==> config.mk <==
export PLATFORM = sky130hd
export DESIGN_NAME = imem_loader
export DESIGN_NICKNAME = d
export VERILOG_FILES = /design/src/rtl/imem_loader.sv
export SDC_FILE = /design/constraint.sdc
export NUM_CORES = 1
export LEC_CHECK = 0
export CORE_UTILIZATION = 50
export CTS_CLUSTER_DIAMETER = 30
export DETAILED_ROUTE_END_ITERATION = 10
export HOLD_SLACK_MARGIN = 0.1
export PLACE_DENSITY = 0.79
export SLEW_MARGIN = 20
export SYNTH_ARGS = -nofsm -noshare
export SYNTH_HDL_FRONTEND = slang
export SYNTH_SLANG_ARGS = --single-unit
==> constraint.sdc <==
create_clock -name clk -period 5.8 [get_ports clk]
set_clock_uncertainty 0.1 [all_clocks]
set_input_delay 1.16 -clock clk [delete_from_list [all_inputs] [get_ports clk]]
set_output_delay 1.16 -clock clk [all_outputs]
set_load 0.02 [all_outputs]
==> src/rtl/imem_loader.sv <==
// rtl/imem_loader.sv - streams 32-bit words into a byte-wide big-endian instruction memory
//
// Ports:
//   clk, rst_n             clock (rising edge) and asynchronous active-low reset
//   start                  begin a load (sampled only in IDLE)
//   base_addr, word_count  load base byte address and word count, latched with start
//   in_valid, in_data      upstream word stream
//   in_ready               loader accepts in_data this cycle
//   mem_we, mem_addr,      single-byte write port to the instruction memory
//   mem_wdata
//   busy                   load in progress, core must stall
//   done                   one-cycle pulse at the end of every load, including rejected ones
//   error                  sticky reject flag, cleared by the next accepted start
module imem_loader #(
    parameter int MEM_BYTES = 64,
    parameter int COUNT_W   = 8
) (
    input  logic               clk,
    input  logic               rst_n,
    input  logic               start,
    input  logic [31:0]        base_addr,
    input  logic [COUNT_W-1:0] word_count,
    input  logic               in_valid,
    input  logic [31:0]        in_data,
    output logic               in_ready,
    output logic               mem_we,
    output logic [31:0]        mem_addr,
    output logic [7:0]         mem_wdata,
    output logic               busy,
    output logic               done,
    output logic               error
);

    typedef enum logic [2:0] {
        IDLE, CHECK, WAIT_WORD, WR0, WR1, WR2, WR3, FIN
    } state_t;

    state_t             state;
    logic [31:0]        ptr;
    logic [COUNT_W-1:0] remain;
    logic [31:0]        word;

    // End address of the load, widened so base + 4*count cannot wrap.
    logic [33:0] end_addr;
    logic        bad_load;

    assign end_addr = {2'b00, ptr} + {{(32 - COUNT_W){1'b0}}, remain, 2'b00};
    assign bad_load = (ptr[1:0] != 2'b00) || (end_addr > 34'(MEM_BYTES));

    always_ff @(posedge clk or negedge rst_n) begin
        if (!rst_n) begin
            state     <= IDLE;
            ptr       <= '0;
            remain    <= '0;
            word      <= '0;
            in_ready  <= 1'b0;
            mem_we    <= 1'b0;
            mem_addr  <= '0;
            mem_wdata <= '0;
            busy      <= 1'b0;
            done      <= 1'b0;
            error     <= 1'b0;
        end else begin
            case (state)
                IDLE: begin
                    done <= 1'b0;
                    if (start) begin
                        ptr    <= base_addr;
                        remain <= word_count;
                        error  <= 1'b0;
                        busy   <= 1'b1;
                        state  <= CHECK;
                    end
                end
                CHECK: begin
                    if (bad_load || remain == '0) begin
                        error <= bad_load;
                        busy  <= 1'b0;
                        done  <= 1'b1;
                        state <= FIN;
                    end else begin
                        in_ready <= 1'b1;
                        state    <= WAIT_WORD;
                    end
                end
                WAIT_WORD: begin
                    if (in_valid) begin
                        // Outputs are registered, so the WR0 byte is
                        // presented on the same edge the word is taken.
                        word      <= in_data;
                        in_ready  <= 1'b0;
                        mem_we    <= 1'b1;
                        mem_addr  <= ptr;
                        mem_wdata <= in_data[31:24];
                        state     <= WR0;
                    end
                end
                WR0: begin
                    mem_addr  <= ptr + 32'd1;
                    mem_wdata <= word[23:16];
                    state     <= WR1;
                end
                WR1: begin
                    mem_addr  <= ptr + 32'd2;
                    mem_wdata <= word[15:8];
                    state     <= WR2;
                end
                WR2: begin
                    mem_addr  <= ptr + 32'd3;
                    mem_wdata <= word[7:0];
                    state     <= WR3;
                end
                WR3: begin
                    mem_we <= 1'b0;
                    ptr    <= ptr + 32'd4;
                    remain <= remain - 1'b1;
                    if (remain == COUNT_W'(1)) begin
                        busy  <= 1'b0;
                        done  <= 1'b1;
                        state <= FIN;
                    end else begin
                        in_ready <= 1'b1;
                        state    <= WAIT_WORD;
                    end
                end
                FIN: begin
                    // start is deliberately not looked at here.
                    done  <= 1'b0;
                    state <= IDLE;
                end
                default: begin
                    in_ready <= 1'b0;
                    mem_we   <= 1'b0;
                    busy     <= 1'b0;
                    done     <= 1'b0;
                    state    <= IDLE;
                end
            endcase
        end
    end

endmodule

Word-level counts from Yosys, hierarchy flattened
Cells that the tools add are included.

Logic and storage cells: 83. Bits in registers: 112. Input port bits: 76.

$add $sub $neg: 6. Reductions and logical operators: 22. Magnitude comparators: 1. Equality and inequality tests: 14. Mux-type cells: 29.

Operators by type and width (number): 32-bit case mux with 4 select lines (1); 32-bit by 2-bit adder with 32-bit output (second input constant) (2); 32-bit 2-to-1 mux (2); 32-bit case mux with 2 select lines (1); 32-bit by 10-bit adder with 33-bit output (1); 33-bit by 7-bit > comparator with 1-bit output (second input constant) (1); 32-bit by 1-bit adder with 32-bit output (second input constant) (1); 32-bit by 3-bit adder with 32-bit output (second input constant) (1); 8-bit case mux with 4 select lines (1); 3-bit case mux with 8 select lines (1); 8-bit 2-to-1 mux (2); 8-bit case mux with 2 select lines (1); 3-bit == test (second input constant) (4); 3-bit 2-to-1 mux (4); 2-bit inequality test (second input constant) (6); 1-bit 2-to-1 mux (11); 2-bit AND reduction (5); 1-bit case mux with 3 select lines (3); 3-bit nonzero test (3); 8-bit by 1-bit == test with 1-bit output (second input constant) (1); 8-bit logical NOT (1); 4-bit AND reduction (2); 2-bit nonzero test (4); 8-bit by 1-bit subtractor with 8-bit output (second input constant) (1); other kinds (8) (12).

Depth between registers and ports, before layout
Gate-level depths: netlist of run 1.

Depth after elaboration: 6. Mapped depth: 13. Depth with buffers taken out: 12.

Worst setup path before layout of run 1
No wires, ideal clock.

Kind: reg-to-reg. Start: reg ptr[2]. End: reg state[2]. Arrival: 3.040 ns. Buffers on the path: 0. Stages on the path, launching flop included: 12. Slack: 2.539 ns. Required time: 5.579 ns. Cells stage by stage: dfrtp_1 -> ha_1 -> fa_1 -> a211oi_2 -> nor2_1 -> mux2_2 -> a2111o_1 -> a2111oi_2 -> and4b_1 -> and4_1 -> a21oi_2 -> o22a_1.

Word-level cells in the longest chain between the ends: 6.

Ends and longest elaborated chain: start: declaration (RTL line 39) `logic [31:0] ptr;`; start signal: assignment (RTL line 68) `ptr <= base_addr;`; start signal: assignment (RTL line 115) `ptr <= ptr + 32'd4;`; 32-bit by 10-bit adder with 33-bit output (RTL line 47) `assign end_addr = {2'b00, ptr} + {{(32 - COUNT_W){1'b0}}, remain, 2'b00};`; 33-bit by 7-bit > comparator with 1-bit output (RTL line 48) `assign bad_load = (ptr[1:0] != 2'b00) || (end_addr > 34'(MEM_BYTES));`; 1-bit logical OR (RTL line 48); 1-bit logical OR (RTL line 76) `if (bad_load || remain == '0) begin`; 3-bit 2-to-1 mux (RTL line 76); 3-bit case mux with 8 select lines (RTL line 64) `case (state)`; end signal: assignment (RTL line 52) `state <= IDLE;`; end signal: assignment (RTL line 80) `state <= FIN;`; end signal: assignment (RTL line 83) `state <= WAIT_WORD;`; end: declaration (RTL line 38) `state_t state;`.

No other way between the ends. A chain may end at the register's enable or synchronous reset.

Worst setup path in the final report of run 1
Same ends and word-level chain as after synthesis.

==> results of run 1 <==
## worst max path at each step
stage,endpoint,depth (start not counted)
final,state[2],11
after global routing,mem_addr[26],12
after CTS,state[2],11
after detailed placement,state[2],11
after global placement,state[2],11
after floorplan,state[2],11
## per-layer routing
| layer | part of all wire | wire (µm) |
|---|---|---|
| met5 | 0 | 0 |
| met4 | 0.046 | 1040 |
| met3 | 0.078 | 1770 |
| met2 | 0.46 | 10500 |
| met1 | 0.42 | 9420 |
## flip-flops by register name, indices dropped and copies added, names as in the netlist
name,flops
remain,8
mem_wdata,8
ptr,32
done,1
in_ready,1
error,1
word,24
mem_addr,32
state,3
mem_we,1
busy,1
## kinds of logic after synthesis
| group | synth area share |
|---|---|
| buffers and inverters | 0.0473 |
| AO/OA/AOI/OAI | 0.250 |
| flip-flops | 0.388 |
| AND/OR/NAND/NOR | 0.221 |
| adder cells (fa/ha/maj) | 0.0367 |
| multiplexers | 0.0492 |
| XOR/XNOR | 0.00728 |
## cell type report
class	instances	area, µm²	area share
Clock inverter	7	92.6	0.0106
Clock buffer	9	225	0.0257
Sequential cell	112	2800	0.320
Tap cell	180	225	0.0257
Timing Repair Buffer	128	1260	0.144
Multi-Input combinational cell	655	4090	0.467
Inverter	19	71.3	0.00814
## power by group through the flow
stage | logic [mW] | clock network, mW | registers, mW
final | 2.84 | 0.671 | 1.73
after detailed placement | 2.80 | 0 | 1.71
after floorplan | 1.99 | 0 | 1.58
after global placement | 2.75 | 0 | 1.70
after CTS | 2.82 | 0.683 | 1.70
after global routing | 3.14 | 0.711 | 1.77
## critical path: cells and delay by family, from the launching register on
kind | cells | cell delay [ns]
AO/OA/AOI/OAI | 5 | 1.30
adder cells (fa/ha/maj) | 2 | 0.75
AND/OR/NAND/NOR | 3 | 0.65
flip-flops | 1 | 0.52
multiplexers | 1 | 0.29
## cell usage in the layout, fill, tap and decap left out, types with 9 or more instances in the layout
cell type / instances
and3_1: 9
nand3_1: 28
nand2_1: 102
ha_1: 18
clkbuf_16: 9
a221oi_1: 9
inv_1: 19
dfrtp_1: 112
a21oi_1: 62
a21o_1: 9
nor2_1: 84
a22o_1: 10
buf_4: 9
o211ai_1: 12
nand4_1: 25
o21ai_0: 75
mux2_2: 27
a211oi_1: 11
nor3_1: 19
a311oi_1: 14
clkdlybuf4s50_1: 119
## through the flow
step                hold WS [ns]  utilization  instances  setup WS, ns  area, µm²
floorplan                  0.379            -        846          2.54       7220
global route               0.393        0.627       1110          1.85       8770
CTS                        0.382        0.627       1110          2.11       8770
global placement           0.358        0.604       1094          2.21       8450
finish                     0.378        0.627       1110          2.09       8770
detailed placement         0.365        0.604       1094          2.14       8450
==> impl_metrics.ini, run 1 <==
[detailed_routing]
routedWlPerCell_um = 20.4
avgViaCountPerCell = 6.41
postRouteAntennaNets = 0
drtPass1Iterations = 6
via_count = 7112
drc_errors = 0
routed_wl_mm = 22.7
drt-initial-drc-count = 755

[clock_network]
numCtsBuffers = 9
clk_latency_ns = 0.36
clockBufferDepth = 2
htree_levels = 3
post_cts_resized = 0
postCtsSetupBuffers = 0
clk_pin_slew_worst_paths_ns = 0.08
hold_buffers = 0
root_buffer = clkbuf_16
cts.sinks = 112
cts_tree = built

[die]
rows = 43
start_util = 0.516
die_h_um = 122
die_w_um = 122
die_area_mm2 = 0.0149
io_pins = 121
core_area_mm2 = 0.0140

[grt]
grt_pass1_vias = 6769
grtUsageTotal = 0.319
grt_busiest_layer = met2
grt_use_met1 = 0.425
grt_util_met2 = 0.498
grt_pass1_wl_mm = 36.3
grt_max_degree = 81
overflow = 0
grt_use_met3 = 0.0543
antenna_found_initial = 0

[power]
power_frac_comb = 0.542
seq_power_share = 0.330
power.share.switching = 0.483
p_sw_mw = 2.53
power.total_mw = 5.24
ir_worst_vdd_uv = 335
p_leak_nw = 3.45
clkPwrFrac = 0.128
cellInternalPower_mw = 2.71
powerDensity_mw_per_mm2 = 598

[timing]
rsz0062_at_grt = no
max_freq_mhz = 269
tns_ns = 0
tightest_slew_ns = 0.824
finalMaxSlewViolations = 0
finalCritPeriodShare = 0.640
setup_violations = 0
maxSlewHeadroom = 0.450
hold_violations = 0
fin_crit_ns = 3.71

[synth]
synth_area_mm2 = 0.00722
yosys.cell_types.count = 75
synth_edf_count = 0
yosysMostFrequentCell = dfrtp_1
synth_top_area_frac = 0.388
ys_seq_area_frac = 0.388
synth_area_leader_cell = dfrtp_1
synth_nets = 942
synth.ff_latch_count = 112
synthTopCellsByCount = dfrtp_1, nand2_1, nor2_1
synthFlopType = dfrtp_1
ys_top_cells_by_area = dfrtp_1, nand2_1, o21ai_0
synthArstFlopShare = 1.00
synth_cells = 846
avgSynthCellArea_um2 = 8.54
yosys_warnings = 0

[setup_path]
cp-start-kind = flip-flop
r2r_end = state[2]
crit_type = flip-flop to flip-flop
cp_slowest_cell = dfrtp_1
crit_fanout = 12
cp_slowest_stage_delay_ns = 0.52
worstPathCellList = ha_1 -> fa_1 -> a211oi_2 -> nor2_1 -> mux2_2 -> a2111o_1 -> a2111oi_2 -> and4b_1 -> and4_1 -> a21oi_2 -> o22a_1
end_kind = flip-flop
cp_data_arrival_time_ns = 3.87
critPathLaunch = ptr[2]
r2r-start = ptr[2]
r2r.worst_path.cells = 11
cp.required_ns = 5.96
ff2ff_setup_slack_ns = 2.09

[flow_run]
maxCapViolCount = 0

[hold_path]
min_from = mem_addr[16]
worstHoldPathType = flip-flop to flip-flop
holdPathStages = 2
hold_path_end = mem_addr[16]

[place]
port-buffer-count = 120
dp_hpwl_mm = 16.7
place_congestion = 0.987

[final_layout]
syn2layout_area_growth_pct = 21.4
num_antenna_cells = 0
drive_gt1_frac = 0.0785
nets = 1021
fill_cells = 1259

[outcome]
status = completed
No activity file was read; power rests on OpenSTA's default activity.
==> inputs of run 2 (changes only) <==
==> constraint.sdc (replaced) <==
create_clock -name clk -period 3.8 [get_ports clk]
set_clock_uncertainty 0.1 [all_clocks]
set_input_delay 0.76 -clock clk [delete_from_list [all_inputs] [get_ports clk]]
set_output_delay 0.76 -clock clk [all_outputs]
set_load 0.02 [all_outputs]
==> run 2 against run 1 <==
Critical endpoint unchanged. Largest power group unchanged. Design area up 2.1%. Via count up 1.3%. Die area unchanged. Combinational power up 67%. Sequential share of layout area down 0.67 points.
==> impl_metrics.ini, run 2 (synthesis gave the netlist of run 1 again) <==
[outcome]
status = completed

[setup_path]
crit_type = flip-flop to flip-flop
cp.required_ns = 3.96
r2r_end = state[2]
end_kind = flip-flop
crit_fanout = 4
crit_family = compound AO/OA/AOI/OAI gates
crit_buf_inv = 0
cp_slowest_cell = fa_1
r2r-start = remain[0]
r2r.worst_path.cells = 11
ff2ff_setup_slack_ns = 0.26
cp-start-kind = flip-flop
cp_slowest_stage_delay_ns = 0.45
worstPathCellList = ha_1 -> fa_1 -> a211oi_2 -> nor2_1 -> mux2_2 -> a2111o_1 -> a2111oi_2 -> and4b_1 -> and4_1 -> a21oi_2 -> o22a_1
critPathLaunch = remain[0]
cp_data_arrival_time_ns = 3.71

[final_layout]
regArea_mm2 = 0.00280
num_antenna_cells = 0
layout_commonest_cell = clkdlybuf4s50_1
multiInputGateArea_mm2 = 0.00409
reg_top3 = mem_addr: 32 flops, ptr: 32 flops, word: 24 flops
mostFrequentLayoutCells = clkdlybuf4s50_1, dfrtp_1, nand2_1
nets = 1044
syn2layout_area_growth_pct = 24.0
fill_cells = 1199
drive_gt1_frac = 0.101

[power]
p_sw_mw = 3.93
seq_power_share = 0.297
clkPwrFrac = 0.126
powerDensity_mw_per_mm2 = 919
power.share.switching = 0.478
power.total_mw = 8.23
p_leak_nw = 3.57
ir_worst_vdd_uv = 541
power_frac_comb = 0.577
cellInternalPower_mw = 4.30

[timing]
fin_crit_ns = 3.54
finalMaxSlewViolations = 0
max_freq_mhz = 282
maxSlewHeadroom = 0.369
rsz0062_at_grt = no
tightest_slew_ns = 0.943
tns_ns = 0
hold_violations = 0
setup_violations = 0
finalCritPeriodShare = 0.932

[die]
rows = 43
die_area_mm2 = 0.0149
die_h_um = 122
start_util = 0.516
io_pins = 121
die_w_um = 122
core_area_mm2 = 0.0140

[detailed_routing]
via_count = 7206
routed_wl_mm = 23.3
postRouteAntennaNets = 0
drtPass1Iterations = 6
drt-initial-drc-count = 731
routedWlPerCell_um = 20.6
avgViaCountPerCell = 6.36
drc_errors = 0

[clock_network]
cts_tree = built
clk_pin_slew_worst_paths_ns = 0.08
htree_levels = 3
clockBufferDepth = 2
hold_buffers = 0
postCtsSetupBuffers = 0
clk_latency_ns = 0.37
cts.sinks = 112
numCtsBuffers = 9
post_cts_resized = 0
root_buffer = clkbuf_16

[place]
place_congestion = 0.982
port-buffer-count = 120
dp_hpwl_mm = 17.5

[grt]
grtUsageTotal = 0.324
antenna_found_initial = 0
overflow = 0
grt_pass1_vias = 6727
grt_pass1_wl_mm = 36.5
grt_max_degree = 52

[hold_path]
worstHoldPathType = input port to async pin

[flow_run]
maxCapViolCount = 0
-- run 2: changes by cell type in the layout (fill, tap and decap cells not counted) --
| cell | previous run | this run |
|---|---|---|
| buf_4 | 9 | 31 |
| buf_12 | 0 | 1 |
| clkbuf_8 | 0 | 1 |
| inv_8 | 1 | 0 |
-- run 2: how the worst max path moves through the flow --
stage / slack, ns / cells after the start / end
final: 0.26 / 11 / state[2]
after global routing: 0.09 / 11 / state[2]
after CTS: 0.30 / 11 / state[2]
after detailed placement: 0.34 / 11 / state[2]
after global placement: 0.38 / 11 / state[2]
after floorplan: 0.54 / 11 / state[2]
-- run 2: metal layers --
metal	vias to the layer above	wire length (µm)	track usage
met5	-	0	0
met4	0	998	0.154
met3	68	1540	0.0665
met2	318	10700	0.496
met1	3480	10000	0.439
li1	3340	-	-
-- run 2: area by class of cell --
cell class              count  area share
multi-input cells         655       0.457
flip-flops and latches    112       0.313
well taps                 180      0.0252
clock inverters             6     0.00908
repair buffers            151       0.161
inverters                  19     0.00797
clock buffers              10      0.0267
-- run 2: power by group through the flow --
stage,clock network (mW),registers [mW],logic (mW)
final,1.04,2.44,4.75
after CTS,1.04,2.42,4.70
after global placement,0,2.42,4.60
after floorplan,0,2.41,3.03
after global routing,1.10,2.51,5.17
after detailed placement,0,2.44,4.68
-- run 2: worst register-to-register path: stages (launching register included) --
cell	delay [ns]
dfrtp_1	0.42
ha_1	0.24
fa_1	0.45
a211oi_2	0.31
nor2_1	0.11
mux2_2	0.29
a2111o_1	0.36
a2111oi_2	0.32
and4b_1	0.27
and4_1	0.26
a21oi_2	0.10
o22a_1	0.21
-- run 2: per-stage QoR --
stage                     cells  cell area [µm²]   util  hold WS [ns]  setup slack, ns
after CTS                  1133             8950  0.640         0.217            0.297
after detailed placement   1117             8630  0.617         0.370            0.341
final                      1133             8950  0.640         0.200            0.258
after global placement     1117             8630  0.617         0.361            0.378
after global routing       1133             8950  0.640         0.231           0.0894
after floorplan             846             7220      -         0.364            0.539
